===== src/rtl/goose_jump_if.sv =====
// Goose jump controller bus: physics tick, button and freeze in;
// height, airborne flag and landing pulse out.
interface goose_jump_if #(
  parameter int Y_W = 8
) ();
  logic           jump_tick;
  logic           jump_btn;
  logic           freeze;
  logic [Y_W-1:0] goose_y;
  logic           airborne;
  logic           landed;

  modport master (
    output jump_tick, jump_btn, freeze,
    input  goose_y, airborne, landed
  );

  modport slave (
    input  jump_tick, jump_btn, freeze,
    output goose_y, airborne, landed
  );
endinterface


===== src/rtl/goose_jump_ctrl.sv =====
// Goose jump controller: turns a button press into a parabolic height
// trajectory, one physics step per jump_tick. Rise with decrementing
// velocity, hover at the apex, fall with incrementing velocity.
module goose_jump_ctrl #(
  parameter int Y_W       = 8,
  parameter int V0        = 6,
  parameter int APEX_HOLD = 2
) (
  input logic         clk_in,
  input logic         rst,
  goose_jump_if.slave bus
);

  localparam int H_W = (APEX_HOLD < 1) ? 1 : $clog2(APEX_HOLD + 1);

  localparam logic [Y_W-1:0] ZERO_Y   = {Y_W{1'b0}};
  localparam logic [Y_W-1:0] ONE_Y    = Y_W'(1);
  localparam logic [Y_W-1:0] V0_Y     = Y_W'(V0);
  localparam logic [Y_W-1:0] V0_M1_Y  = Y_W'(V0 - 1);
  localparam logic [H_W-1:0] ZERO_H   = {H_W{1'b0}};
  localparam logic [H_W-1:0] ONE_H    = H_W'(1);
  localparam logic [H_W-1:0] HOLD_MAX = H_W'(APEX_HOLD);

  typedef enum logic [1:0] {
    IDLE = 2'd0,
    RISE = 2'd1,
    APEX = 2'd2,
    FALL = 2'd3
  } state_t;

  state_t         state_r,  state_s;
  logic [Y_W-1:0] goose_y_r, goose_y_s;
  logic [Y_W-1:0] vel_r,    vel_s;
  logic [H_W-1:0] hold_r,   hold_s;
  logic           req_r,    req_s;
  logic           landed_r, landed_s;
  logic           airborne_r;
  logic           b1_r, b2_r, b3_r;
  logic           edge_s;
  logic [Y_W-1:0] drop_s;

  assign edge_s = b2_r & ~b3_r;
  assign drop_s = vel_r + ONE_Y;

  assign bus.goose_y  = goose_y_r;
  assign bus.airborne = airborne_r;
  assign bus.landed   = landed_r;

  // Button synchronizer plus delay flop for rising-edge detection; runs even when frozen.
  always_ff @(posedge clk_in or posedge rst) begin
    if (rst) begin
      b1_r <= 1'b0;
      b2_r <= 1'b0;
      b3_r <= 1'b0;
    end else begin
      b1_r <= bus.jump_btn;
      b2_r <= b1_r;
      b3_r <= b2_r;
    end
  end

  // Next-state and trajectory arithmetic; only ticks move the goose, freeze holds everything.
  always_comb begin
    state_s   = state_r;
    goose_y_s = goose_y_r;
    vel_s     = vel_r;
    hold_s    = hold_r;
    req_s     = req_r;
    landed_s  = 1'b0;
    if (bus.freeze) begin
      req_s = 1'b0;
    end else begin
      case (state_r)
        IDLE: begin
          goose_y_s = ZERO_Y;
          if (bus.jump_tick && (req_r || edge_s)) begin
            goose_y_s = V0_Y;
            vel_s     = V0_M1_Y;
            hold_s    = ZERO_H;
            req_s     = 1'b0;
            if (V0_M1_Y != ZERO_Y) begin
              state_s = RISE;
            end else if (APEX_HOLD != 0) begin
              state_s = APEX;
            end else begin
              state_s = FALL;
            end
          end else if (edge_s) begin
            req_s = 1'b1;
          end else begin
            req_s = req_r;
          end
        end
        RISE: begin
          if (bus.jump_tick) begin
            goose_y_s = goose_y_r + vel_r;
            vel_s     = vel_r - ONE_Y;
            if (vel_r == ONE_Y) begin
              hold_s = ZERO_H;
              if (APEX_HOLD != 0) begin
                state_s = APEX;
              end else begin
                state_s = FALL;
                vel_s   = ZERO_Y;
              end
            end else begin
              state_s = RISE;
            end
          end else begin
            state_s = RISE;
          end
        end
        APEX: begin
          if (bus.jump_tick) begin
            hold_s = hold_r + ONE_H;
            if ((hold_r + ONE_H) == HOLD_MAX) begin
              state_s = FALL;
              vel_s   = ZERO_Y;
            end else begin
              state_s = APEX;
            end
          end else begin
            state_s = APEX;
          end
        end
        FALL: begin
          if (bus.jump_tick) begin
            vel_s = drop_s;
            // Clamp at ground: the last step may overshoot below zero.
            if (goose_y_r <= drop_s) begin
              goose_y_s = ZERO_Y;
              vel_s     = ZERO_Y;
              state_s   = IDLE;
              landed_s  = 1'b1;
            end else begin
              goose_y_s = goose_y_r - drop_s;
            end
          end else begin
            state_s = FALL;
          end
        end
        default: begin
          state_s   = IDLE;
          goose_y_s = ZERO_Y;
          vel_s     = ZERO_Y;
          hold_s    = ZERO_H;
          req_s     = 1'b0;
        end
      endcase
    end
  end

  // State, trajectory and output registers; reset drops the goose to the ground at once.
  always_ff @(posedge clk_in or posedge rst) begin
    if (rst) begin
      state_r    <= IDLE;
      goose_y_r  <= ZERO_Y;
      vel_r      <= ZERO_Y;
      hold_r     <= ZERO_H;
      req_r      <= 1'b0;
      landed_r   <= 1'b0;
      airborne_r <= 1'b0;
    end else begin
      state_r    <= state_s;
      goose_y_r  <= goose_y_s;
      vel_r      <= vel_s;
      hold_r     <= hold_s;
      req_r      <= req_s;
      landed_r   <= landed_s;
      airborne_r <= (state_s != IDLE);
    end
  end

endmodule


===== src/flat_wrapper.sv =====
// flat-port wrapper written by rule: the top's interface ports become plain ports
module goose_jump_ctrl_flat 
#(
  parameter int Y_W       = 8,
  parameter int V0        = 6,
  parameter int APEX_HOLD = 2
)
  (clk_in, rst, bus_jump_tick, bus_jump_btn, bus_freeze, bus_goose_y, bus_airborne, bus_landed);
  goose_jump_if #(.Y_W(Y_W)) bus_i ();
  input logic clk_in;
  input logic rst;
  input wire logic [$bits(bus_i.jump_tick)-1:0] bus_jump_tick;
  input wire logic [$bits(bus_i.jump_btn)-1:0] bus_jump_btn;
  input wire logic [$bits(bus_i.freeze)-1:0] bus_freeze;
  output wire logic [$bits(bus_i.goose_y)-1:0] bus_goose_y;
  output wire logic [$bits(bus_i.airborne)-1:0] bus_airborne;
  output wire logic [$bits(bus_i.landed)-1:0] bus_landed;
  assign bus_i.jump_tick = bus_jump_tick;
  assign bus_i.jump_btn = bus_jump_btn;
  assign bus_i.freeze = bus_freeze;
  assign bus_goose_y = bus_i.goose_y;
  assign bus_airborne = bus_i.airborne;
  assign bus_landed = bus_i.landed;
  goose_jump_ctrl #(.Y_W(Y_W), .V0(V0), .APEX_HOLD(APEX_HOLD)) u_core (.clk_in(clk_in), .rst(rst), .bus(bus_i));
endmodule

===== config.mk =====
export PLATFORM = sky130hd
export DESIGN_NAME = goose_jump_ctrl_flat
export DESIGN_NICKNAME = d
export VERILOG_FILES = /design/src/rtl/goose_jump_if.sv /design/src/rtl/goose_jump_ctrl.sv /design/src/flat_wrapper.sv
export SDC_FILE = /design/constraint.sdc
export NUM_CORES = 1
export LEC_CHECK = 0
export ABC_AREA = 1
export CAP_MARGIN = 10
export CORE_MARGIN = 2
export CORE_UTILIZATION = 40
export DETAILED_ROUTE_END_ITERATION = 16
export GPL_ROUTABILITY_DRIVEN = 1
export PLACE_DENSITY = 0.64
export SYNTH_ARGS = -nofsm -noshare
export SYNTH_HDL_FRONTEND = slang
export SYNTH_SLANG_ARGS = --single-unit

===== constraint.sdc =====
create_clock -name clk_in -period 3.07 [get_ports clk_in]
set_input_delay 0.4605 -clock clk_in [delete_from_list [all_inputs] [get_ports clk_in]]
set_output_delay 0.4605 -clock clk_in [all_outputs]
set_load 0.05 [all_outputs]

==> impl_metrics.json, run 1 <==
{
  "clock_latency_ns": 0.28,
  "holdCritStartpoint": "u_core.b1_r",
  "fin_crit_ns": 2.75,
  "final_cell_mix": "nand2_1 (97), inv_1 (44), nand3_1 (29)",
  "layout_commonest_cell": "nand2_1",
  "finalSetupTns_ns": 0,
  "worstPathArrival_ns": 2.92,
  "wl_met3_um": 120,
  "finalHoldViolCount": 0,
  "slew_headroom": 0.665,
  "synthSimpleGateAreaFrac": 0.325,
  "hold_buffers": 0,
  "clkTransAtPathRegs_ns": 0.09,
  "gr-total-overflow": 0,
  "hold_path.class": "flip-flop to flip-flop",
  "synthAdderAreaFrac": 0.124,
  "synth_fp_nets": 349,
  "cp.required_ns": 3.24,
  "muxShareOfSynthArea": 0.00447,
  "combPwrFrac": 0.683,
  "crit_fanout": 11,
  "fmax_mhz": 364,
  "clock_power_share": 0.101,
  "grt_max_degree": 27,
  "gp_congestion": 0.864,
  "r2r_slack_ns": 0.32,
  "synth_xor_area_frac": 0.0391,
  "cts_resized": 0,
  "cap_violations": 0,
  "setup_viol": 0,
  "cp-end-kind": "flip-flop",
  "die_x_um": 78.9,
  "wl_mm": 5.28,
  "netlist_area_um2": 2240,
  "grt_use_total": 0.179,
  "switching_power_w": 0.00156,
  "fillers": 580,
  "slew_violations": 0,
  "synth.distinct_cells": 32,
  "hold-path-endpoint": "u_core.b2_r",
  "cts_setup_buffers": 0,
  "dp_hpwl_mm": 4.16,
  "synth-edff-count": 0,
  "holdPathStages": 0,
  "status": "finished, final reports clean",
  "ys_seq_elements": 26,
  "highest_layer": "met4",
  "synthFlopType": "dfrtp_1",
  "ys_async_sr_fraction": 1.00,
  "port_buffers": 14,
  "syn_inst": 323,
  "syn2layout_area_growth_pct": 13.1,
  "finalPower_w": 0.00291,
  "route.detailed.drc": 0,
  "crit_type": "flip-flop to flip-flop",
  "first_pass_iters": 4,
  "ir_worst_vdd_v": 0.000499,
  "io_pins": 15,
  "r2r_end": "u_core.bus.airborne",
  "synth_compound_area_frac": 0.125,
  "initial_core_util": 0.409,
  "clk_path_buf_depth": 2,
  "r2r_cells": 13,
  "synth_top_family_by_area": "simple AND/OR/NAND/NOR gates",
  "pwr_density_cell_nw_per_um2": 1150,
  "vias": 2054,
  "cts.htree.levels": 1,
  "switching_share": 0.533,
  "cts_tree": "done",
  "drt-met1-wl_mm": 2.59,
  "final.period_utilization": 0.895,
  "drtIter0Drc": 85,
  "pre_cts_slack_ns": 0.307,
  "reg2reg_from": "u_core.vel_r[1]",
  "worstSetupStartpointType": "flip-flop",
  "antenna_cells": 0,
  "rows": 27,
  "yosysSeqAreaShare": 0.290,
  "drt-vias-per-instance": 4.99,
  "cts-buffers-inserted": 3,
  "hold_ws_ns": 0.367,
  "worst_pin_slew_ns": 0.501,
  "intPower_w": 0.00136,
  "pwr-share-seq": 0.216,
  "grt_pass1_wl_mm": 8.86,
  "die_area_um2": 6220,
  "cts_sinks": 26,
  "wl_met2_mm": 2.50,
  "syn_avg_cell_area_um2": 6.94,
  "p_leak_nw": 1.31,
  "root_buffer": "clkbuf_8",
  "drive_gt1_frac": 0.0588,
  "wl_per_cell_um": 12.8,
  "ant_nets": 0,
  "rsz0062_at_grt": "no",
  "antenna_found_initial": 0,
  "core_area_um2": 5470,
  "clock-skew-final_ns": 0.00193,
  "synth_warnings": 0,
  "setup_ws_ns": 0.321,
  "grt_pass1_vias": 1948,
  "die_h_um": 78.9,
  "fin_nets": 367
}
per-layer routing:
layer / GRT usage / up-vias
met5: 0 / -
met4: 0.0569 / 0
met3: 0.0136 / 5
met2: 0.315 / 26
met1: 0.234 / 933
li1: - / 1090
through the flow:
stage	instance area, um^2	utilization	cells
6_report	2530	0.463	412
5_1_grt	2530	0.463	412
4_1_cts	2530	0.463	412
3_5_place_dp	2460	0.450	408
3_3_place_gp	2460	0.450	408
2_1_floorplan	2240	-	323
area by class of cell:
class	count	area, um^2	share of cell area
multi-input cells	246	1380	0.546
inverters	47	176	0.0696
clock buffers	3	41.3	0.0163
clock inverters	1	30.0	0.0118
flip-flops and latches	26	651	0.257
repair buffers	17	163	0.0642
well taps	72	90.1	0.0355
cells by family after synthesis:
kind of cell	count (synthesis)
simple gates	166
buf+inv	51
compound gates	48
flops	26
fa+ha+maj	21
xor+xnor	10
mux	1
how the worst max path moves through the flow:
| stage | startpoint | end | slack, ns |
|---|---|---|---|
| 2_1_floorplan | u_core.bus.goose_y[0] | u_core.vel_r[7] | 0.82 |
| 3_3_place_gp | u_core.vel_r[1] | u_core.bus.goose_y[0] | 0.35 |
| 3_5_place_dp | u_core.vel_r[1] | u_core.bus.airborne | 0.31 |
| 4_1_cts | u_core.vel_r[1] | u_core.bus.goose_y[0] | 0.29 |
| 5_1_grt | u_core.vel_r[1] | u_core.vel_r[3] | 0.003 |
| 6_report | u_core.vel_r[1] | u_core.bus.airborne | 0.32 |
power by group through the flow:
stage,clock (W),sequential [W],combinational (W)
after global routing,0.000314,0.000648,0.00225
after global placement,0,0.000633,0.00197
after CTS,0.000303,0.000629,0.00199
final,0.000296,0.000629,0.00199
after floorplan,0,0.000749,0.00141
after detailed placement,0,0.000635,0.00198
worst max-delay path, stage by stage, from the launching register on:
cell and delay, ns:
dfrtp_1 0.48, ha_1 0.24, nand3_1 0.14, nor3_1 0.20, xor2_1 0.23, ha_1 0.30
nand2_1 0.10, inv_1 0.04, a21oi_1 0.15, nand2_1 0.09, nand3_1 0.33, nand3_1 0.13
nand2_1 0.11, nand3_1 0.07
Yosys cell counts, drive strengths merged (3+ instances only):
| cell type | count | area [um^2] |
|---|---|---|
| nand2 | 97 | 364 |
| inv | 47 | 176 |
| nand3 | 30 | 163 |
| dfrtp | 26 | 651 |
| o21ai | 22 | 110 |
| nor2 | 21 | 88.8 |
| ha | 19 | 238 |
| a21oi | 13 | 76.3 |
| xor2 | 7 | 61.3 |
| nand4 | 6 | 37.5 |
| or2 | 6 | 40.0 |
| buf | 4 | 30.0 |
| nor3 | 4 | 20.0 |
| a31oi | 3 | 18.8 |
| xnor2 | 3 | 26.3 |
registers in the layout (all words and copies together), names as in the netlist:
| name | count |
|---|---|
| u_core.vel_r | 8 |
| u_core.state_r | 2 |
| u_core.b3_r | 1 |
| u_core.b2_r | 1 |
| u_core.bus.airborne | 1 |
| u_core.bus.landed | 1 |
| u_core.req_r | 1 |
| u_core.b1_r | 1 |
| u_core.hold_r | 2 |
| u_core.bus.goose_y | 8 |
No activity file was read; power rests on OpenSTA's default activity.
==> run 2, diff against run 1 <==
--- a/config.mk
+++ b/config.mk
@@ -12,6 +12,7 @@
 export DETAILED_ROUTE_END_ITERATION = 16
 export GPL_ROUTABILITY_DRIVEN = 1
 export PLACE_DENSITY = 0.64
+export SLEW_MARGIN = 0
 export SYNTH_ARGS = -nofsm -noshare
 export SYNTH_HDL_FRONTEND = slang
 export SYNTH_SLANG_ARGS = --single-unit
==> results of run 2 <==
Same layout as run 1: the final DEF is identical, and so are final timing and power.
==> run 3, diff against run 2 <==
--- a/config.mk
+++ b/config.mk
@@ -11,6 +11,7 @@
 export CORE_UTILIZATION = 40
 export DETAILED_ROUTE_END_ITERATION = 16
 export GPL_ROUTABILITY_DRIVEN = 1
+export GPL_TIMING_DRIVEN = 0
 export PLACE_DENSITY = 0.64
 export SLEW_MARGIN = 0
 export SYNTH_ARGS = -nofsm -noshare
==> constraint.sdc (replaced) <==
create_clock -name clk_in -period 2.6 [get_ports clk_in]
set_input_delay 0.39 -clock clk_in [delete_from_list [all_inputs] [get_ports clk_in]]
set_output_delay 0.39 -clock clk_in [all_outputs]
set_load 0.05 [all_outputs]
==> run 3 against run 2 <==
Effect of this change:
- via count is 5.0% higher
- sequential share of layout area down 1.3 points
- critical path depth increased by 1
- final cell count increased by 2.4%
- design area increased by 6.3%
- utilization is 2.9 points higher
- global-route usage grew 1.0 points
- critical endpoint unchanged
==> impl_metrics.json, run 3 (same netlist as run 1, synthesis figures left out) <==
{
  "status": "finished, final reports clean",
  "final.period_utilization": 0.961,
  "fmax_mhz": 400,
  "slowest_delay_ns": 0.39,
  "crit_start": "u_core.vel_r[0]",
  "cp-end-kind": "flip-flop",
  "ir_worst_vdd_v": 0.000635,
  "grt_pass1_vias": 2043,
  "grt_pass1_wl_mm": 9.34,
  "fin_crit_ns": 2.50,
  "clock-skew-final_ns": 0.00849,
  "cp_slowest_cell": "dfrtp_2",
  "path_cells": "ha_2 > nand3_2 > nor3_2 > xor2_1 > ha_1 > nand2_2 > inv_1 > a21oi_2 > nand2_2 > nand3_2 > buf_6 > nand3_1 > nand2_1 > nand3_1",
  "place_inst": 409,
  "fin_nets": 377,
  "finalHoldViolCount": 0,
  "instances_no_fill": 422,
  "setup_viol": 0,
  "ant_nets": 0,
  "vias": 2157,
  "grt_use_total": 0.189,
  "wl_per_cell_um": 13.3,
  "fin_area_um2": 2690,
  "final_cell_mix": "nand2_1 (93), inv_1 (42), nand3_1 (27)",
  "cts.htree.levels": 1,
  "port_buffers": 14,
  "gp_congestion": 0.879,
  "first_pass_iters": 4,
  "finalPower_w": 0.00372,
  "crit_type": "flip-flop to flip-flop",
  "cap_violations": 0,
  "route.detailed.drc": 0,
  "reg2reg_from": "u_core.vel_r[0]",
  "pwr_density_cell_nw_per_um2": 1380,
  "clkTransAtPathRegs_ns": 0.09,
  "grt_max_degree": 27,
  "drive_gt1_frac": 0.143,
  "cp.required_ns": 2.77,
  "dpl-instance-area_um2": 2470,
  "wl_mm": 5.59,
  "p_leak_nw": 1.37,
  "drtIter0Drc": 95,
  "rows": 27,
  "root_buffer": "clkbuf_8",
  "cts_sinks": 26,
  "hold_path.class": "input pin to async pin",
  "die_h_um": 78.9,
  "drt-vias-per-instance": 5.11,
  "dp_hpwl_mm": 4.18,
  "cts_tree": "done",
  "worst_pin_slew_ns": 0.511,
  "core_area_um2": 5470,
  "hold_buffers": 0,
  "slew_violations": 0,
  "clk_path_buf_depth": 2,
  "worstPathArrival_ns": 2.67,
  "die_area_um2": 6220,
  "syn2layout_area_growth_pct": 20.2,
  "worstSetupStartpointType": "flip-flop",
  "finalSetupTns_ns": 0,
  "antenna_cells": 0,
  "gr-total-overflow": 0,
  "cts-buffers-inserted": 3,
  "crit_fanout": 10,
  "slew_headroom": 0.659,
  "io_pins": 15,
  "antenna_found_initial": 0,
  "hold_ws_ns": 0.333,
  "initial_core_util": 0.409,
  "layout_commonest_cell": "nand2_1",
  "die_x_um": 78.9,
  "clock_latency_ns": 0.29
}
[run 3: worst max-delay path, delay by kind of cell (launching register included)]
| family | cells | cell delay, ns |
|---|---|---|
| fa+ha+maj | 2 | 0.52 |
| buf+inv | 2 | 0.22 |
| flops | 1 | 0.39 |
| simple gates | 8 | 0.82 |
| xor+xnor | 1 | 0.24 |
| compound gates | 1 | 0.19 |
[run 3: per-layer routing]
layer	up-vias	share of wire	wire, um	track usage
met5	-	0	0	0
met4	0	0.011	63	0.0466
met3	5	0.036	204	0.0193
met2	40	0.49	2750	0.342
met1	1004	0.46	2580	0.243
li1	1108	-	-	-
[run 3: repair_timing]
item                                    in CTS  in global routing
pin swaps                                    1                  4
resized for setup                            4                 19
endpoints found under the setup margin      18                 19
setup buffers                                2                  6
cloned                                       0                  0
[run 3: stage by stage]
| stage | utilization | worst slack, ns |
|---|---|---|
| finish | 0.492 | 0.101 |
| global route | 0.492 | -0.0351 |
| CTS | 0.469 | 0.0158 |
| detailed placement | 0.452 | -0.147 |
| global placement | 0.452 | -0.119 |
| floorplan | - | 0.345 |
[run 3: layout make-up]
type / instances / area, um^2
sequential: 26 / 656
clock inverter: 1 / 30.0
buffer: 4 / 33.8
inverter: 47 / 176
clock buffer: 3 / 41.3
tap: 72 / 90.1
timing repair buffer: 23 / 228
fill: 559 / 2780
multi-input combinational: 246 / 1440
[run 3: power by group]
group	total, W	switching [W]	internal [W]
Clock	0.000352	0.000145	0.000207
Sequential	0.000717	0.000170	0.000546
Combinational	0.00265	0.00165	0.000998
[run 3: worst paths after layout]
| path | to | slack (ns) | depth (start not counted) |
|---|---|---|---|
| max | u_core.bus.airborne | 0.10 | 14 |
| min | u_core.b1_r | 0.33 | 2 |
| max reg2reg | u_core.bus.airborne | 0.10 | 14 |
| min reg2reg | u_core.b2_r | 0.36 | 0 |
| max in group asynchronous | u_core.vel_r[2] | 1.86 | 3 |
| min in group clk_in | u_core.b2_r | 0.36 | 0 |
